<file path="src/rtl/uart_pkg.sv">
// Shared UART definitions: parity encodings, oversampling constants,
// RX/TX state types and the frame parity helper.
package uart_pkg;

  localparam int PAR_NONE = 0;
  localparam int PAR_ODD  = 1;
  localparam int PAR_EVEN = 2;

  localparam int OVERSAMPLE = 16;
  localparam int MID_SAMPLE = 7;

  typedef enum logic [2:0] {
    RX_IDLE, RX_START, RX_DATA, RX_PARITY, RX_STOP
  } rx_state_t;

  typedef enum logic [2:0] {
    TX_IDLE, TX_START, TX_DATA, TX_PARITY, TX_STOP
  } tx_state_t;

  // Parity bit to transmit / expect for a payload (zero-extended to 8 bits).
  function automatic logic calc_parity(input logic [7:0] d, input int mode);
    logic p;
    p = ^d;
    return (mode == PAR_ODD) ? ~p : p;
  endfunction

endpackage

</file>
<file path="src/rtl/uart_sync_fifo.sv">
// Synchronous FIFO with a registered head (first-word fall-through).
// Push and pop may share a cycle; a push into a full FIFO is accepted only
// when a pop frees the slot in the same cycle.
module uart_sync_fifo #(
  parameter int WIDTH = 8,
  parameter int DEPTH = 16
) (
  input  logic                       i_clk,
  input  logic                       i_rst_n,
  input  logic                       i_push,
  input  logic [WIDTH-1:0]           i_push_data,
  input  logic                       i_pop,
  output logic [WIDTH-1:0]           o_head,
  output logic                       o_valid,
  output logic [$clog2(DEPTH):0]     o_level
);
  localparam int AW = $clog2(DEPTH);

  logic [WIDTH-1:0] r_mem [DEPTH];
  logic [AW-1:0]    r_wr_ptr;
  logic [AW-1:0]    r_rd_ptr;
  logic [AW:0]      r_level;
  logic [WIDTH-1:0] r_head;

  logic             w_full;
  logic             w_empty;
  logic             w_push_ok;
  logic             w_pop_ok;
  logic [AW-1:0]    w_rd_nxt;
  logic [AW:0]      w_level_nxt;
  logic [WIDTH-1:0] w_head_nxt;

  assign w_full      = (r_level == (AW+1)'(DEPTH));
  assign w_empty     = (r_level == '0);
  assign w_pop_ok    = i_pop & ~w_empty;
  assign w_push_ok   = i_push & (~w_full | w_pop_ok);
  assign w_rd_nxt    = r_rd_ptr + AW'(w_pop_ok);
  assign w_level_nxt = r_level + (AW+1)'(w_push_ok) - (AW+1)'(w_pop_ok);
  // New head bypasses the array when the written slot becomes the head.
  assign w_head_nxt  = (w_push_ok && (r_wr_ptr == w_rd_nxt)) ? i_push_data : r_mem[w_rd_nxt];

  // Storage array write port.
  always_ff @(posedge i_clk) begin
    if (w_push_ok) r_mem[r_wr_ptr] <= i_push_data;
  end

  // Pointers, level and registered head.
  always_ff @(posedge i_clk or negedge i_rst_n) begin
    if (!i_rst_n) begin
      r_wr_ptr <= '0;
      r_rd_ptr <= '0;
      r_level  <= '0;
      r_head   <= '0;
    end else begin
      if (w_push_ok) r_wr_ptr <= r_wr_ptr + 1'b1;
      r_rd_ptr <= w_rd_nxt;
      r_level  <= w_level_nxt;
      r_head   <= (w_level_nxt == '0) ? '0 : w_head_nxt;
    end
  end

  assign o_head  = r_head;
  assign o_valid = ~w_empty;
  assign o_level = r_level;

endmodule

</file>
<file path="src/rtl/uart_fifo_ctl.sv">
// Parametrised UART: 16x oversampling receiver and transmitter, each
// buffered by a uart_sync_fifo. Optional CTS/RTS flow control is built in
// when the macro UART_FLOW_CTL_EN is defined.
// Core-side handshakes: a transfer happens in every cycle where valid and
// ready are both high; valid never waits for ready, and the data is stable
// while valid is high and ready is low.
module uart_fifo_ctl
  import uart_pkg::*;
#(
  parameter int DATA_BITS  = 8,
  parameter int PARITY     = 0,
  parameter int STOP_BITS  = 1,
  parameter int DIV        = 27,
  parameter int FIFO_DEPTH = 16
) (
  input  logic                 clk,
  input  logic                 rst,
  input  logic                 rx,
  output logic                 tx,
  input  logic [DATA_BITS-1:0] tx_data,
  input  logic                 tx_valid,
  output logic                 tx_ready,
  output logic [DATA_BITS-1:0] rx_data,
  output logic                 rx_valid,
  input  logic                 rx_ready,
  output logic                 rx_perr,
  output logic                 rx_ferr,
  output logic                 rx_ovr,
`ifdef UART_FLOW_CTL_EN
  input  logic                 cts_n,
  output logic                 rts_n,
`endif
  output rx_state_t            o_dbg_rx_state,
  output tx_state_t            o_dbg_tx_state
);
  localparam int TW = $clog2(DIV);
  localparam int LW = $clog2(FIFO_DEPTH) + 1;

  // ---------------- tick generator ----------------
  logic [TW-1:0] r_tick_cnt;
  logic          w_tick;
  assign w_tick = (r_tick_cnt == TW'(DIV - 1));

  // Free-running oversample divider shared by RX and TX.
  always_ff @(posedge clk or negedge rst) begin
    if (!rst)        r_tick_cnt <= '0;
    else if (w_tick) r_tick_cnt <= '0;
    else             r_tick_cnt <= r_tick_cnt + 1'b1;
  end

  // ---------------- FIFOs ----------------
  logic [DATA_BITS+1:0] w_rx_head;
  logic [DATA_BITS+1:0] w_rx_entry;
  logic [LW-1:0]        w_rx_level;
  logic                 w_rx_push;
  logic                 w_rx_full;
  logic                 w_rx_ferr;
  logic [DATA_BITS-1:0] w_tx_head;
  logic [LW-1:0]        w_tx_level;
  logic                 w_tx_avail;
  logic                 w_tx_pop;
  logic                 w_tx_go;

  uart_sync_fifo #(.WIDTH(DATA_BITS), .DEPTH(FIFO_DEPTH)) u_tx_fifo (
    .i_clk(clk), .i_rst_n(rst),
    .i_push(tx_valid & tx_ready), .i_push_data(tx_data), .i_pop(w_tx_pop),
    .o_head(w_tx_head), .o_valid(w_tx_avail), .o_level(w_tx_level)
  );

  uart_sync_fifo #(.WIDTH(DATA_BITS+2), .DEPTH(FIFO_DEPTH)) u_rx_fifo (
    .i_clk(clk), .i_rst_n(rst),
    .i_push(w_rx_push), .i_push_data(w_rx_entry), .i_pop(rx_ready),
    .o_head(w_rx_head), .o_valid(rx_valid), .o_level(w_rx_level)
  );

  assign tx_ready  = (w_tx_level != LW'(FIFO_DEPTH));
  assign w_rx_full = (w_rx_level == LW'(FIFO_DEPTH));
  assign rx_data   = w_rx_head[DATA_BITS-1:0];
  assign rx_ferr   = w_rx_head[DATA_BITS];
  assign rx_perr   = w_rx_head[DATA_BITS+1];

  // ---------------- RX ----------------
  logic                 r_rx_meta, r_rx_sync;
  rx_state_t            r_rx_state, w_rx_state_nxt;
  logic [3:0]           r_rx_cnt, w_rx_cnt_nxt;
  logic [2:0]           r_rx_bit, w_rx_bit_nxt;
  logic [DATA_BITS-1:0] r_rx_shift, w_rx_shift_nxt;
  logic                 r_rx_perr, w_rx_perr_nxt;
  logic                 r_rx_wait, w_rx_wait_nxt;
  logic                 r_rx_ovr;
  logic                 w_rx_last;

  assign w_rx_last  = w_tick && (r_rx_cnt == 4'(OVERSAMPLE - 1));
  assign w_rx_entry = {r_rx_perr, w_rx_ferr, r_rx_shift};

  // Receiver state and datapath registers; rx enters via a 2-flop synchroniser.
  always_ff @(posedge clk or negedge rst) begin
    if (!rst) begin
      r_rx_meta  <= 1'b1;
      r_rx_sync  <= 1'b1;
      r_rx_state <= RX_IDLE;
      r_rx_cnt   <= '0;
      r_rx_bit   <= '0;
      r_rx_shift <= '0;
      r_rx_perr  <= 1'b0;
      r_rx_wait  <= 1'b0;
    end else begin
      r_rx_meta  <= rx;
      r_rx_sync  <= r_rx_meta;
      r_rx_state <= w_rx_state_nxt;
      r_rx_cnt   <= w_rx_cnt_nxt;
      r_rx_bit   <= w_rx_bit_nxt;
      r_rx_shift <= w_rx_shift_nxt;
      r_rx_perr  <= w_rx_perr_nxt;
      r_rx_wait  <= w_rx_wait_nxt;
    end
  end

  // Receiver next state: start qualified at mid-bit, later bits every 16 ticks.
  always_comb begin
    w_rx_state_nxt = r_rx_state;
    w_rx_cnt_nxt   = r_rx_cnt;
    w_rx_bit_nxt   = r_rx_bit;
    w_rx_shift_nxt = r_rx_shift;
    w_rx_perr_nxt  = r_rx_perr;
    w_rx_wait_nxt  = r_rx_wait;
    w_rx_push      = 1'b0;
    w_rx_ferr      = 1'b0;
    case (r_rx_state)
      RX_IDLE: begin
        if (r_rx_wait) begin
          if (r_rx_sync) w_rx_wait_nxt = 1'b0;
        end else if (w_tick && !r_rx_sync) begin
          w_rx_state_nxt = RX_START;
          w_rx_cnt_nxt   = '0;
        end
      end
      RX_START: begin
        if (w_tick) begin
          if (r_rx_cnt == 4'(MID_SAMPLE)) begin
            w_rx_cnt_nxt   = '0;
            w_rx_bit_nxt   = '0;
            w_rx_perr_nxt  = 1'b0;
            w_rx_state_nxt = r_rx_sync ? RX_IDLE : RX_DATA;
          end else begin
            w_rx_cnt_nxt = r_rx_cnt + 1'b1;
          end
        end
      end
      RX_DATA: begin
        if (w_rx_last) begin
          w_rx_cnt_nxt   = '0;
          w_rx_shift_nxt = {r_rx_sync, r_rx_shift[DATA_BITS-1:1]};
          w_rx_bit_nxt   = r_rx_bit + 1'b1;
          if (r_rx_bit == 3'(DATA_BITS - 1))
            w_rx_state_nxt = (PARITY != PAR_NONE) ? RX_PARITY : RX_STOP;
        end else if (w_tick) begin
          w_rx_cnt_nxt = r_rx_cnt + 1'b1;
        end
      end
      RX_PARITY: begin
        if (w_rx_last) begin
          w_rx_cnt_nxt   = '0;
          w_rx_perr_nxt  = (r_rx_sync != calc_parity(8'(r_rx_shift), PARITY));
          w_rx_state_nxt = RX_STOP;
        end else if (w_tick) begin
          w_rx_cnt_nxt = r_rx_cnt + 1'b1;
        end
      end
      RX_STOP: begin
        if (w_rx_last) begin
          w_rx_push      = 1'b1;
          w_rx_ferr      = ~r_rx_sync;
          w_rx_cnt_nxt   = '0;
          w_rx_wait_nxt  = 1'b1;
          w_rx_state_nxt = RX_IDLE;
        end else if (w_tick) begin
          w_rx_cnt_nxt = r_rx_cnt + 1'b1;
        end
      end
      default: w_rx_state_nxt = RX_IDLE;
    endcase
  end

  // Sticky overrun: set when a frame is dropped on a full FIFO, cleared by a pop.
  always_ff @(posedge clk or negedge rst) begin
    if (!rst)                                          r_rx_ovr <= 1'b0;
    else if (w_rx_push && w_rx_full && !rx_ready)      r_rx_ovr <= 1'b1;
    else if (rx_valid && rx_ready)                     r_rx_ovr <= 1'b0;
  end
  assign rx_ovr = r_rx_ovr;

  // ---------------- flow control ----------------
`ifdef UART_FLOW_CTL_EN
  logic r_cts_meta, r_cts_sync, r_rts_n;

  // CTS synchroniser and registered RTS threshold.
  always_ff @(posedge clk or negedge rst) begin
    if (!rst) begin
      r_cts_meta <= 1'b1;
      r_cts_sync <= 1'b1;
      r_rts_n    <= 1'b1;
    end else begin
      r_cts_meta <= cts_n;
      r_cts_sync <= r_cts_meta;
      r_rts_n    <= (w_rx_level >= LW'(FIFO_DEPTH - 2));
    end
  end
  assign rts_n   = r_rts_n;
  assign w_tx_go = w_tx_avail & ~r_cts_sync;
`else
  assign w_tx_go = w_tx_avail;
`endif

  // ---------------- TX ----------------
  tx_state_t            r_tx_state, w_tx_state_nxt;
  logic [3:0]           r_tx_cnt, w_tx_cnt_nxt;
  logic [2:0]           r_tx_bit, w_tx_bit_nxt;
  logic [DATA_BITS-1:0] r_tx_shift, w_tx_shift_nxt;
  logic                 r_tx_par, w_tx_par_nxt;
  logic                 w_tx_last;

  assign w_tx_last = w_tick && (r_tx_cnt == 4'(OVERSAMPLE - 1));

  // Transmitter state and datapath registers.
  always_ff @(posedge clk or negedge rst) begin
    if (!rst) begin
      r_tx_state <= TX_IDLE;
      r_tx_cnt   <= '0;
      r_tx_bit   <= '0;
      r_tx_shift <= '0;
      r_tx_par   <= 1'b0;
    end else begin
      r_tx_state <= w_tx_state_nxt;
      r_tx_cnt   <= w_tx_cnt_nxt;
      r_tx_bit   <= w_tx_bit_nxt;
      r_tx_shift <= w_tx_shift_nxt;
      r_tx_par   <= w_tx_par_nxt;
    end
  end

  // Transmitter next state and line level; the stop phase chains straight
  // into the next start bit when another byte is waiting.
  always_comb begin
    w_tx_state_nxt = r_tx_state;
    w_tx_cnt_nxt   = r_tx_cnt;
    w_tx_bit_nxt   = r_tx_bit;
    w_tx_shift_nxt = r_tx_shift;
    w_tx_par_nxt   = r_tx_par;
    w_tx_pop       = 1'b0;
    tx             = 1'b1;
    case (r_tx_state)
      TX_IDLE: begin
        if (w_tick && w_tx_go) begin
          w_tx_pop       = 1'b1;
          w_tx_shift_nxt = w_tx_head;
          w_tx_par_nxt   = calc_parity(8'(w_tx_head), PARITY);
          w_tx_cnt_nxt   = '0;
          w_tx_state_nxt = TX_START;
        end
      end
      TX_START: begin
        tx = 1'b0;
        if (w_tx_last) begin
          w_tx_cnt_nxt   = '0;
          w_tx_bit_nxt   = '0;
          w_tx_state_nxt = TX_DATA;
        end else if (w_tick) begin
          w_tx_cnt_nxt = r_tx_cnt + 1'b1;
        end
      end
      TX_DATA: begin
        tx = r_tx_shift[0];
        if (w_tx_last) begin
          w_tx_cnt_nxt   = '0;
          w_tx_shift_nxt = r_tx_shift >> 1;
          w_tx_bit_nxt   = r_tx_bit + 1'b1;
          if (r_tx_bit == 3'(DATA_BITS - 1)) begin
            w_tx_bit_nxt   = '0;
            w_tx_state_nxt = (PARITY != PAR_NONE) ? TX_PARITY : TX_STOP;
          end
        end else if (w_tick) begin
          w_tx_cnt_nxt = r_tx_cnt + 1'b1;
        end
      end
      TX_PARITY: begin
        tx = r_tx_par;
        if (w_tx_last) begin
          w_tx_cnt_nxt   = '0;
          w_tx_bit_nxt   = '0;
          w_tx_state_nxt = TX_STOP;
        end else if (w_tick) begin
          w_tx_cnt_nxt = r_tx_cnt + 1'b1;
        end
      end
      TX_STOP: begin
        if (w_tx_last) begin
          w_tx_cnt_nxt = '0;
          if (r_tx_bit == 3'(STOP_BITS - 1)) begin
            if (w_tx_go) begin
              w_tx_pop       = 1'b1;
              w_tx_shift_nxt = w_tx_head;
              w_tx_par_nxt   = calc_parity(8'(w_tx_head), PARITY);
              w_tx_state_nxt = TX_START;
            end else begin
              w_tx_state_nxt = TX_IDLE;
            end
          end else begin
            w_tx_bit_nxt = r_tx_bit + 1'b1;
          end
        end else if (w_tick) begin
          w_tx_cnt_nxt = r_tx_cnt + 1'b1;
        end
      end
      default: w_tx_state_nxt = TX_IDLE;
    endcase
  end

  assign o_dbg_rx_state = r_rx_state;
  assign o_dbg_tx_state = r_tx_state;

endmodule

</file>
<file path="config.mk">
export PLATFORM = sky130hd
export DESIGN_NAME = uart_fifo_ctl
export DESIGN_NICKNAME = d
export VERILOG_FILES = /design/src/rtl/uart_pkg.sv /design/src/rtl/uart_sync_fifo.sv /design/src/rtl/uart_fifo_ctl.sv
export SDC_FILE = /design/constraint.sdc
export NUM_CORES = 1
export LEC_CHECK = 0
export CORE_AREA = 5 5 264 266
export DETAILED_ROUTE_END_ITERATION = 10
export DIE_AREA = 0 0 269 271
export GPL_ROUTABILITY_DRIVEN = 0
export PLACE_DENSITY_LB_ADDON = 0.08
export SETUP_SLACK_MARGIN = 0.4
export SLEW_MARGIN = 15
export SYNTH_ARGS = -nofsm -noshare
export SYNTH_HDL_FRONTEND = slang
export SYNTH_SLANG_ARGS = --single-unit
</file>
<file path="constraint.sdc">
create_clock -name clk -period 6.94 [get_ports clk]
set_input_delay 1.388 -clock clk [delete_from_list [all_inputs] [get_ports clk]]
set_output_delay 1.388 -clock clk [all_outputs]
set_load 0.1 [all_outputs]
</file>
# Yosys cells after proc, flatten, opt, wreduce, memory -nomap -nowiden
# Memories as Yosys holds them, arrays and structs flattened.
# Index checks and enable logic that the tools add are counted.
# word_totals
mem_count	2
register_bits	91
ram_bits	288
in_bits	13
# op_classes
n_reduce_logical	43
addsub	13
eq_ne	40
muxes	80
n_bitwise	12
# memory_table
name	words	word_bits	rd	rd_ports_with_merged_regs	wr	line	source
u_rx_fifo.r_mem	16	10	1	0	1	uart_sync_fifo.sv:19	logic [WIDTH-1:0] r_mem [DEPTH];
u_tx_fifo.r_mem	16	8	1	0	1	uart_sync_fifo.sv:19	
# op_table
operator	n
$mux 3	23
$mux 8	7
$mux 4	9
$ne 2x2->1 const B	17
$pmux 3 s5	2
$mux 1	25
$pmux 8 s3	1
$logic_not 5->1	4
$mux 10	2
$add 4x1->4 const B	4
$reduce_xor 8->1	2
$eq 5x5->1 const B	3
$reduce_and 5->1	3
$eq 3x2->1 const B	4
$eq 3x3->1 const B	4
$pmux 4 s3	1
$reduce_bool 2->1	6
$add 5x1->5	2
$sub 5x1->5	2
$logic_and 1x1->1	9
$logic_not 3->1	3
$pmux 3 s3	1
$reduce_bool 3->1	3
$add 4x1->4	2
other kinds (29)	49

# Logic depth before layout (Yosys ltp)
# Gate-level depths: netlist of the first run.
# depth
ltp_word	12
mapped_depth	18

# Cells and area by module
# Synthesis of the first run repeated with hierarchy kept, for this count alone.
# unflattened
hier_cells	964
hier_area_um2	16226.8
# modules_own_cells
mod	cells_per_inst	seq_area_each_um2	instances	area_per_inst_um2
uart_sync_fifo at u_rx_fifo	380	5380.2	1	7389.6
uart_sync_fifo at u_tx_fifo	313	4369.2	1	6088.3
uart_fifo_ctl	271	1178.6	1	2748.9

# Least setup slack after synthesis of the first run
# Ideal clock, no wire load.
# synth_path
path_type	register to register
from	register u_tx_fifo.r_level[3] (netlist: u_tx_fifo.o_level[3])
to	register u_tx_fifo.r_head[0] (netlist: u_tx_fifo.o_head[0])
arrival_time_ns	3.883
path_buffers	1
path_stages_with_launch	16
setup_ns	0.121
required_ns	6.819
period_less_slack_ns	4.003
path_slack_ns	2.937
path_cell_list	dfrtp_1 -> inv_1 -> ha_1 -> nand4_1 -> nand2_1 -> clkinv_1 -> ha_1 -> inv_1 -> fa_1 -> nand2b_1 -> a21oi_1 -> or3_1 -> a211oi_2 -> nor2b_1 -> buf_2 -> a22o_1
# synth_via
word_cells_on_any_way	24
classes_between	add/sub (3); eq/ne (3); mux (7); bitwise (6); reduce/logical (4); memory (1)
# synth_lines
element	line	source
start: declaration	uart_sync_fifo.sv:22	logic [AW:0] r_level;
start signal: assignment	uart_sync_fifo.sv:57	r_level <= w_level_nxt;
$ne 5x5->1 *	uart_fifo_ctl.sv:76	assign tx_ready = (w_tx_level != LW'(FIFO_DEPTH));
net tx_ready	uart_fifo_ctl.sv:22	output logic tx_ready,
$and 1x1->1 *	uart_fifo_ctl.sv:66	.i_push(tx_valid & tx_ready), .i_push_data(tx_data), .i_pop(w_tx_pop),
$and 1x1->1 *	uart_sync_fifo.sv:36	assign w_push_ok = i_push & (~w_full | w_pop_ok);
net u_tx_fifo.w_push_ok	uart_sync_fifo.sv:27	logic w_push_ok;
$add 5x1->5	uart_sync_fifo.sv:38	assign w_level_nxt = r_level + (AW+1)'(w_push_ok) - (AW+1)'(w_pop_ok);
$sub 5x1->5	uart_sync_fifo.sv:38	
$logic_not 5->1	uart_sync_fifo.sv:58	r_head <= (w_level_nxt == '0) ? '0 : w_head_nxt;
$mux 8 *	uart_sync_fifo.sv:58	
end signal: assignment	uart_sync_fifo.sv:58	
end: declaration	uart_sync_fifo.sv:23	logic [WIDTH-1:0] r_head;
# The timed path passes the listed nets; every way through them passes the cells marked *.
# A chain may end at the register's enable or synchronous reset.

# Final worst setup path of the first run
# layout_path
from	register u_tx_fifo.r_level[2] (netlist: u_tx_fifo.o_level[2])
to	register u_tx_fifo.r_head[7] (netlist: u_tx_fifo.o_head[7])
# layout_via
word_cells_on_any_way	24
classes_between	add/sub (3); eq/ne (3); mux (7); bitwise (6); reduce/logical (4); memory (1)
# layout_lines
element	line	source
$logic_not 5->1 *	uart_sync_fifo.sv:34	assign w_empty = (r_level == '0);
$mux 1 / $not 1->1 (equally long branches)	uart_fifo_ctl.sv:300, uart_sync_fifo.sv:35, uart_sync_fifo.sv:63	
$mux 1 / $logic_and 1x1->1 (equally long branches)	uart_fifo_ctl.sv:299, uart_fifo_ctl.sv:254	
$mux 1, on equally long branches	uart_fifo_ctl.sv:297, uart_fifo_ctl.sv:254	
$pmux 1 s2	uart_fifo_ctl.sv:252	case (r_tx_state)
$and 1x1->1 *	uart_sync_fifo.sv:35	assign w_pop_ok = i_pop & ~w_empty;
$add 4x1->4 *	uart_sync_fifo.sv:37	assign w_rd_nxt = r_rd_ptr + AW'(w_pop_ok);
net u_tx_fifo.w_rd_nxt[1]	uart_sync_fifo.sv:29	logic [AW-1:0] w_rd_nxt;
branches (longest 2 deep; another with $mem_v2 16x8)	--	
$mux 8 *	uart_sync_fifo.sv:40	assign w_head_nxt = (w_push_ok && (r_wr_ptr == w_rd_nxt)) ? i_push_data : r_mem[w_rd_nxt];
$mux 8 *	uart_sync_fifo.sv:58	
# Mark *: on every way through the listed nets, which the timed path passes.

==> qor.yml, run 1 <==
synth_cell_type_count: 56
gr-total-overflow: 0
cp-start-kind: "flip-flop"
critPathCapture: "u_tx_fifo.o_head[7]$_DFF_PN0_"
yosysMostFrequentCell: "edfxtp_1"
clockRootBuffer: "clkbuf_16"
cp.buffers_inverters: 3
initial_core_util_pct: 23.9
worstPathRequired_ns: 7.47
chipHeight_microns: 271
cp_slowest_stage_delay_ns: 0.80
skew_ns: 0.0374
reg2reg_to: "u_tx_fifo.o_head[7]$_DFF_PN0_"
cp_cell_sequence: "inv_1 -> ha_1 -> nor4b_2 -> nor2_1 -> nand3_1 -> inv_1 -> ha_2 -> ha_1 -> buf_4 -> xnor2_1 -> nand3_1 -> nor3_1 -> nor2b_1 -> a22o_1"
detail-route-antenna-nets: 0
synth.area.top_cells: "edfxtp_1, dfrtp_1, mux4_2"
cts_max_level: 2
worstPathMaxFanout: 20
hold_path.class: "flip-flop to flip-flop"
period_needed_ns: 4.26
critPathLaunch: "u_tx_fifo.o_level[2]$_DFF_PN0_"
num_io_pins: 33
place.port_buffers: 32
clk_path_buf_depth: 3
outcome: "completed"
synth_adder_area_share_pct: 2.84
r2r_slack_ns: 2.68
path_depth: 14
cts_hold_buf: 0
leakagePower_nw: 7.10
min_from: "r_rx_meta$_DFF_PN1_"
maxSlewViolCount: 0
async_flop_share_pct: 24.0
row_count: 95
cts_tree: "done"
avgSynthCellArea_sq_um: 16.8
synth_seq_area_share_pct: 68.5
synth_top_area_cell: "edfxtp_1"
viasPerCell: 4.24
rsz0062_at_grt: "false"
setup_tns_ns: 0
holdWs_ns: 0.354
drt-pass1-iter-count: 4
drtIter0Drc: 309
max-cap-violations: 0
path_clk_slew_ns: 0.06
core_sq_um: 66800
drc_errors: 0
worstMarginPinSlew_ns: 1.01
grt_max_degree: 65
dieWidth_microns: 269
die-area_sq_um: 72900
r2r_cells: 14
synthMuxAreaShare_pct: 13.2
ys_seq_elements: 379
hold_violations: 0
slew_headroom_pct: 32.5
wire_per_inst_microns: 20.3
synth.top_cell.area_share_pct: 54.2
synth_top_family_by_area: "multiplexers"
syn_inst: 950
ctsResizeCount: 0
p_per_area_nw_per_um2: 358
numCtsBuffers: 46
grt_pass1_vias: 8703
grt_pass1_wl_microns: 58400
arrival_ns: 4.79
synth-simple-area-share_pct: 6.46
critPathSlowestCell: "ha_1"
grt_usage_pct: 10.7
yosys_warnings: 0
synth-xor-area-share_pct: 2.42
fillCellCount: 6731
worstReg2RegStart: "u_tx_fifo.o_level[2]$_DFF_PN0_"
criticalPathCategory: "flip-flop to flip-flop"
syn_to_final_growth_pct: 18.9
ir_worst_vdd_uv: 198
max_freq_ghz: 0.235
synth_commonest_cells: "edfxtp_1, dfrtp_1, mux4_2"
synth_nets: 998
hpwl_microns: 24300
fin_nets: 1064
crit_path_end_kind: "flip-flop"
antennaDiodeCount: 0
synth-compound-area-share_pct: 4.36
synth_edf_count: 288
cp_top_family: "simple AND/OR/NAND/NOR gates"
post_cts_buffers: 0
antenna_found_initial: 0
clkLatencyLatePin_ns: 0.60
timing.final.crit_share_pct: 61.3
netlist_area_sq_um: 15900
synth_flop_cell: "edfxtp_1"
drive_gt1_share_pct: 19.0
num_vias: 8164
clock_sinks: 379
wl_microns: 39200
setup_violations: 0
-- metal layers --
metal	wire length [microns]	vias to the layer above	track usage (%)	share of wire, %
li1	-	3783	-	-
met1	18100	4222	14.5	46
met2	18900	106	17.7	48
met3	1320	53	2.14	3.4
met4	761	0	2.87	1.9
met5	0	-	0	0
-- state kept, by name, indices dropped and copies added, names as in the netlist, 5 cells and up --
signal	flops
r_rx_shift	8
r_tick_cnt	5
u_rx_fifo.r_mem	160
u_rx_fifo.o_level	5
u_tx_fifo.o_level	5
r_tx_shift	8
u_tx_fifo.o_head	8
u_rx_fifo.o_head	10
u_tx_fifo.r_mem	128
-- how the worst min path moves through the flow --
| stage | depth (start not counted) | to | slack (ns) |
|---|---|---|---|
| 2_1_floorplan | 0 | r_rx_sync$_DFF_PN1_ | 0.35 |
| 3_3_place_gp | 0 | r_rx_sync$_DFF_PN1_ | 0.35 |
| 3_5_place_dp | 0 | r_rx_sync$_DFF_PN1_ | 0.35 |
| 4_1_cts | 0 | r_rx_sync$_DFF_PN1_ | 0.36 |
| 5_1_grt | 0 | r_rx_sync$_DFF_PN1_ | 0.36 |
| 6_report | 0 | r_rx_sync$_DFF_PN1_ | 0.35 |
-- per-stage QoR --
| stage | std cells | utilization [%] | cell area (sq um) | total power [mW] | setup WS [ns] |
|---|---|---|---|---|---|
| finish | 1927 | 28.4 | 19000 | 6.79 | 2.68 |
| CTS | 1927 | 28.4 | 19000 | 6.94 | 2.60 |
| floorplan | 950 | - | 15900 | 3.96 | 2.94 |
| detailed placement | 1841 | 26.0 | 17400 | 4.42 | 2.19 |
| global route | 1927 | 28.4 | 19000 | 7.15 | 2.28 |
| global placement | 1841 | 26.0 | 17400 | 4.43 | 2.24 |
-- power breakdown --
group / switching [mW] / internal (mW)
registers: 0.131 / 2.64
clock network: 0.981 / 1.49
logic: 0.954 / 0.589
total: 2.07 / 4.72
-- layout make-up --
class                           instances  area (sq um)  share of cell area (%)
Multi-Input combinational cell        498          4730                    25.0
Inverter                               35           131                   0.693
Clock buffer                           65          1280                    6.76
Clock inverter                         21           294                    1.55
Tap cell                              873          1090                    5.76
Timing Repair Buffer                   56           498                    2.63
Sequential cell                       379         10900                    57.6
-- logic make-up (layout without fill, tap and decap cells) --
logic type,count (synthesis),after routing
muxes,117,117
xor gates and xnor gates,44,44
buffers and inverters,73,177
and+or+nand+nor,197,197
DFF,379,379
adders and majority gates,35,35
AOI/OAI and AO/OA,105,105
-- worst reg2reg max path, cell delays in order (launching register included) --
cell and delay (ns):
dfrtp_1 0.38, inv_1 0.09, ha_1 0.17, nor4b_2 0.52
nor2_1 0.11, nand3_1 0.18, inv_1 0.10, ha_2 0.19
ha_1 0.81, buf_4 0.46, xnor2_1 0.17, nand3_1 0.10
nor3_1 0.22, nor2b_1 0.48, a22o_1 0.23
-- layout by cell type (no fill, tap or decap), types with 6 or more instances in the layout --
master	netlist	layout
a211oi_1	12	12
a21oi_1	22	22
a22o_1	9	9
a22oi_1	17	17
and2_1	19	19
buf_4	2	25
clkbuf_1	13	13
clkbuf_16	0	46
clkbuf_8	0	6
clkdlybuf4s50_1	0	31
clkinv_1	1	7
dfrtp_1	89	89
edfxtp_1	288	288
ha_1	33	30
inv_1	34	34
mux2_1	8	8
mux2_2	16	16
mux2i_1	21	21
mux4_2	71	71
nand2_1	46	46
nand2b_1	12	12
nand3_1	14	14
nand4_1	6	6
nor2_1	47	47
nor2b_1	17	17
nor3_1	15	11
o21ai_0	31	31
xnor2_1	30	30
xor2_1	14	12
(Power assumes the default switching activity.)
==> run 2, diff against run 1 <==
==> constraint.sdc (replaced) <==
create_clock -name clk -period 3.5 [get_ports clk]
set_input_delay 0.7 -clock clk [delete_from_list [all_inputs] [get_ports clk]]
set_output_delay 0.7 -clock clk [all_outputs]
set_load 0.1 [all_outputs]
==> qor.yml, run 2 (synthesis results as in run 1) <==
place_ws_ns: -0.0845  # was 2.19 ns
slew_headroom_pct: 33.7  # was 32.5%
multi_input_area_sq_um: 5020  # was 4730 sq um
reg2reg_to: "u_tx_fifo.o_head[7]$_DFF_PN0_"  # unchanged
cp-start-kind: "flip-flop"  # unchanged
path_clk_slew_ns: 0.06  # about the same
row_count: 95  # unchanged
core_sq_um: 66800  # unchanged
drive_gt1_share_pct: 30.8  # was 19.0%
leakagePower_nw: 7.67  # was 7.10 nW
postPlaceCellArea_sq_um: 18000  # was 17400 sq um
setup_violations: 0  # unchanged
drt-pass1-iter-count: 4  # unchanged
grt_max_degree: 39  # was 65
cts_hold_buf: 0  # unchanged
crit_path_end_kind: "flip-flop"  # unchanged
numCtsBuffers: 48  # was 46
num_vias: 8503  # was 8164
wire_per_inst_microns: 20.2  # was 20.3 microns
cts_tree: "done"  # unchanged
largest-register: "u_rx_fifo.r_mem"  # unchanged
drc_errors: 0  # unchanged
maxSlewViolCount: 0  # unchanged
worstReg2RegStart: "r_tick_cnt[0]$_DFF_PN0_"  # was u_tx_fifo.o_level[2]$_DFF_PN0_
gr-total-overflow: 0  # unchanged
dp.cells: 1895  # was 1841
max-cap-violations: 0  # unchanged
outcome: "completed"  # unchanged
holdWs_ns: 0.0889  # was 0.354 ns
period_needed_ns: 3.27  # was 4.26 ns
detail-route-antenna-nets: 0  # unchanged
grt_pass1_wl_microns: 61300  # was 58400 microns
criticalPathCategory: "flip-flop to flip-flop"  # unchanged
syn_to_final_growth_pct: 26.6  # was 18.9%
hold_violations: 0  # unchanged
grt_usage_pct: 11.2  # was 10.7%
worstPathMaxFanout: 8  # was 20
clockRootBuffer: "clkbuf_16"  # unchanged
clock_sinks: 379  # unchanged
setup_slack_ns: 0.233  # was 2.68 ns
mostFrequentLayoutCell: "edfxtp_1"  # unchanged
drtIter0Drc: 351  # was 309
r2r_slack_ns: 0.23  # was 2.68 ns
cts_max_level: 2  # unchanged
die-area_sq_um: 72900  # unchanged
clkLatencyLatePin_ns: 0.59  # was 0.60 ns
hold_path.class: "primary input to async pin"  # was flip-flop to flip-flop
chipHeight_microns: 271  # unchanged
rsz0062_at_grt: "true"  # was false
worstMarginPinSlew_ns: 0.991  # was 1.01 ns
largest_reg_flops: 160  # unchanged
wl_microns: 40600  # was 39200 microns
timing.final.crit_share_pct: 93.3  # was 61.3%
fin_nets: 1149  # was 1064
hpwl_microns: 25400  # was 24300 microns
viasPerCell: 4.22  # was 4.24
num_io_pins: 33  # unchanged
skew_ns: 0.0309  # was 0.0374 ns
r2r_cells: 16  # was 14
grt_pass1_vias: 9128  # was 8703
arrival_ns: 3.72  # was 4.79 ns
finalNonFillerCells: 2015  # was 1927
dieWidth_microns: 269  # unchanged
regArea_sq_um: 10900  # about the same
antenna_found_initial: 0  # unchanged
clk_path_buf_depth: 3  # unchanged
ir_worst_vdd_uv: 342  # was 198 uV
worstPathRequired_ns: 3.95  # was 7.47 ns
max_freq_ghz: 0.306  # was 0.235 GHz
final_cell_mix: "edfxtp_1, buf_4, dfrtp_1"  # was edfxtp_1, dfrtp_1, mux4_2
fin_area_sq_um: 20200  # was 19000 sq um
place.port_buffers: 32  # unchanged
p_per_area_nw_per_um2: 739  # was 358 nW/um^2
initial_core_util_pct: 23.9  # unchanged
fillCellCount: 6637  # was 6731
run 2: changes by cell type in the layout (fill, tap and decap cells not counted), moves of 9 or more:
cell	previous run	this run
buf_12	0	16
inv_1	34	23
clkdlybuf4s50_1	31	22
nor2_1	47	38
inv_2	0	11
buf_4	25	91
run 2: layout make-up:
class	count	area share, %
Clock buffer	65	6.52
Multi-Input combinational cell	498	24.9
Timing Repair Buffer	139	6.87
Antenna cell	1	0.0124
Sequential cell	379	54.2
Clock inverter	25	1.49
Tap cell	873	5.41
Inverter	35	0.676
run 2: critical path, cell delays in order, from the launching register on:
cell and delay [ns]:
dfrtp_1 0.38, inv_2 0.07, ha_4 0.13, nand4b_1 0.16
nor2_2 0.15, nand3_2 0.11, inv_2 0.11, ha_4 0.20
inv_2 0.06, ha_4 0.12, inv_2 0.03, fa_2 0.52
inv_2 0.04, or3_4 0.37, a211oi_4 0.35, nor2b_4 0.12
a22o_1 0.25
run 2: power by group:
part           internal [mW]  switching (mW)
Clock                   3.08            1.95
Combinational           2.09            2.29
Sequential              5.24           0.256
run 2: repair_timing:
item                                   in CTS  in global routing
pin swaps                                  10                 19
cloned                                      2                  1
endpoints found under the hold margin       0                  0
gates resized for setup                    32                 42
setup buffers                              15                 11
setup endpoints to repair                  18                 18
run 2: metrics by stage:
stage	power [mW]	utilization, %	setup TNS [ns]
6_report	14.9	30.2	0
3_5_place_dp	9.34	26.9	-0.572
2_1_floorplan	7.89	-	-1.96
5_1_grt	15.7	30.2	0
4_1_cts	15.0	29.8	0
3_3_place_gp	9.38	26.9	-0.925
run 2: routing by layer:
layer / global-route usage [%] / vias to the layer above / part of all wire [%] / wire (microns)
met4: 2.78 / 0 / 1.9 / 788
met5: 0 / - / 0 / 0
li1: - / 3952 / - / -
met2: 18.6 / 100 / 49 / 20000
met3: 2.00 / 59 / 3.0 / 1240
met1: 15.2 / 4392 / 46 / 18600
run 2: how the worst max path moves through the flow:
stage / from / end / slack, ns / cells after the start
floorplan: u_tx_fifo.o_level[3]$_DFF_PN0_ / u_tx_fifo.o_head[0]$_DFF_PN0_ / -0.25 / 15
global placement: rx_ready / u_rx_fifo.o_head[1]$_DFF_PN0_ / -0.07 / 12
detailed placement: rx_ready / u_rx_fifo.o_head[4]$_DFF_PN0_ / -0.08 / 13
CTS: r_tick_cnt[0]$_DFF_PN0_ / u_tx_fifo.o_head[7]$_DFF_PN0_ / 0.17 / 16
global route: r_tick_cnt[0]$_DFF_PN0_ / u_tx_fifo.o_head[4]$_DFF_PN0_ / 0.06 / 16
finish: r_tick_cnt[0]$_DFF_PN0_ / u_tx_fifo.o_head[7]$_DFF_PN0_ / 0.23 / 16
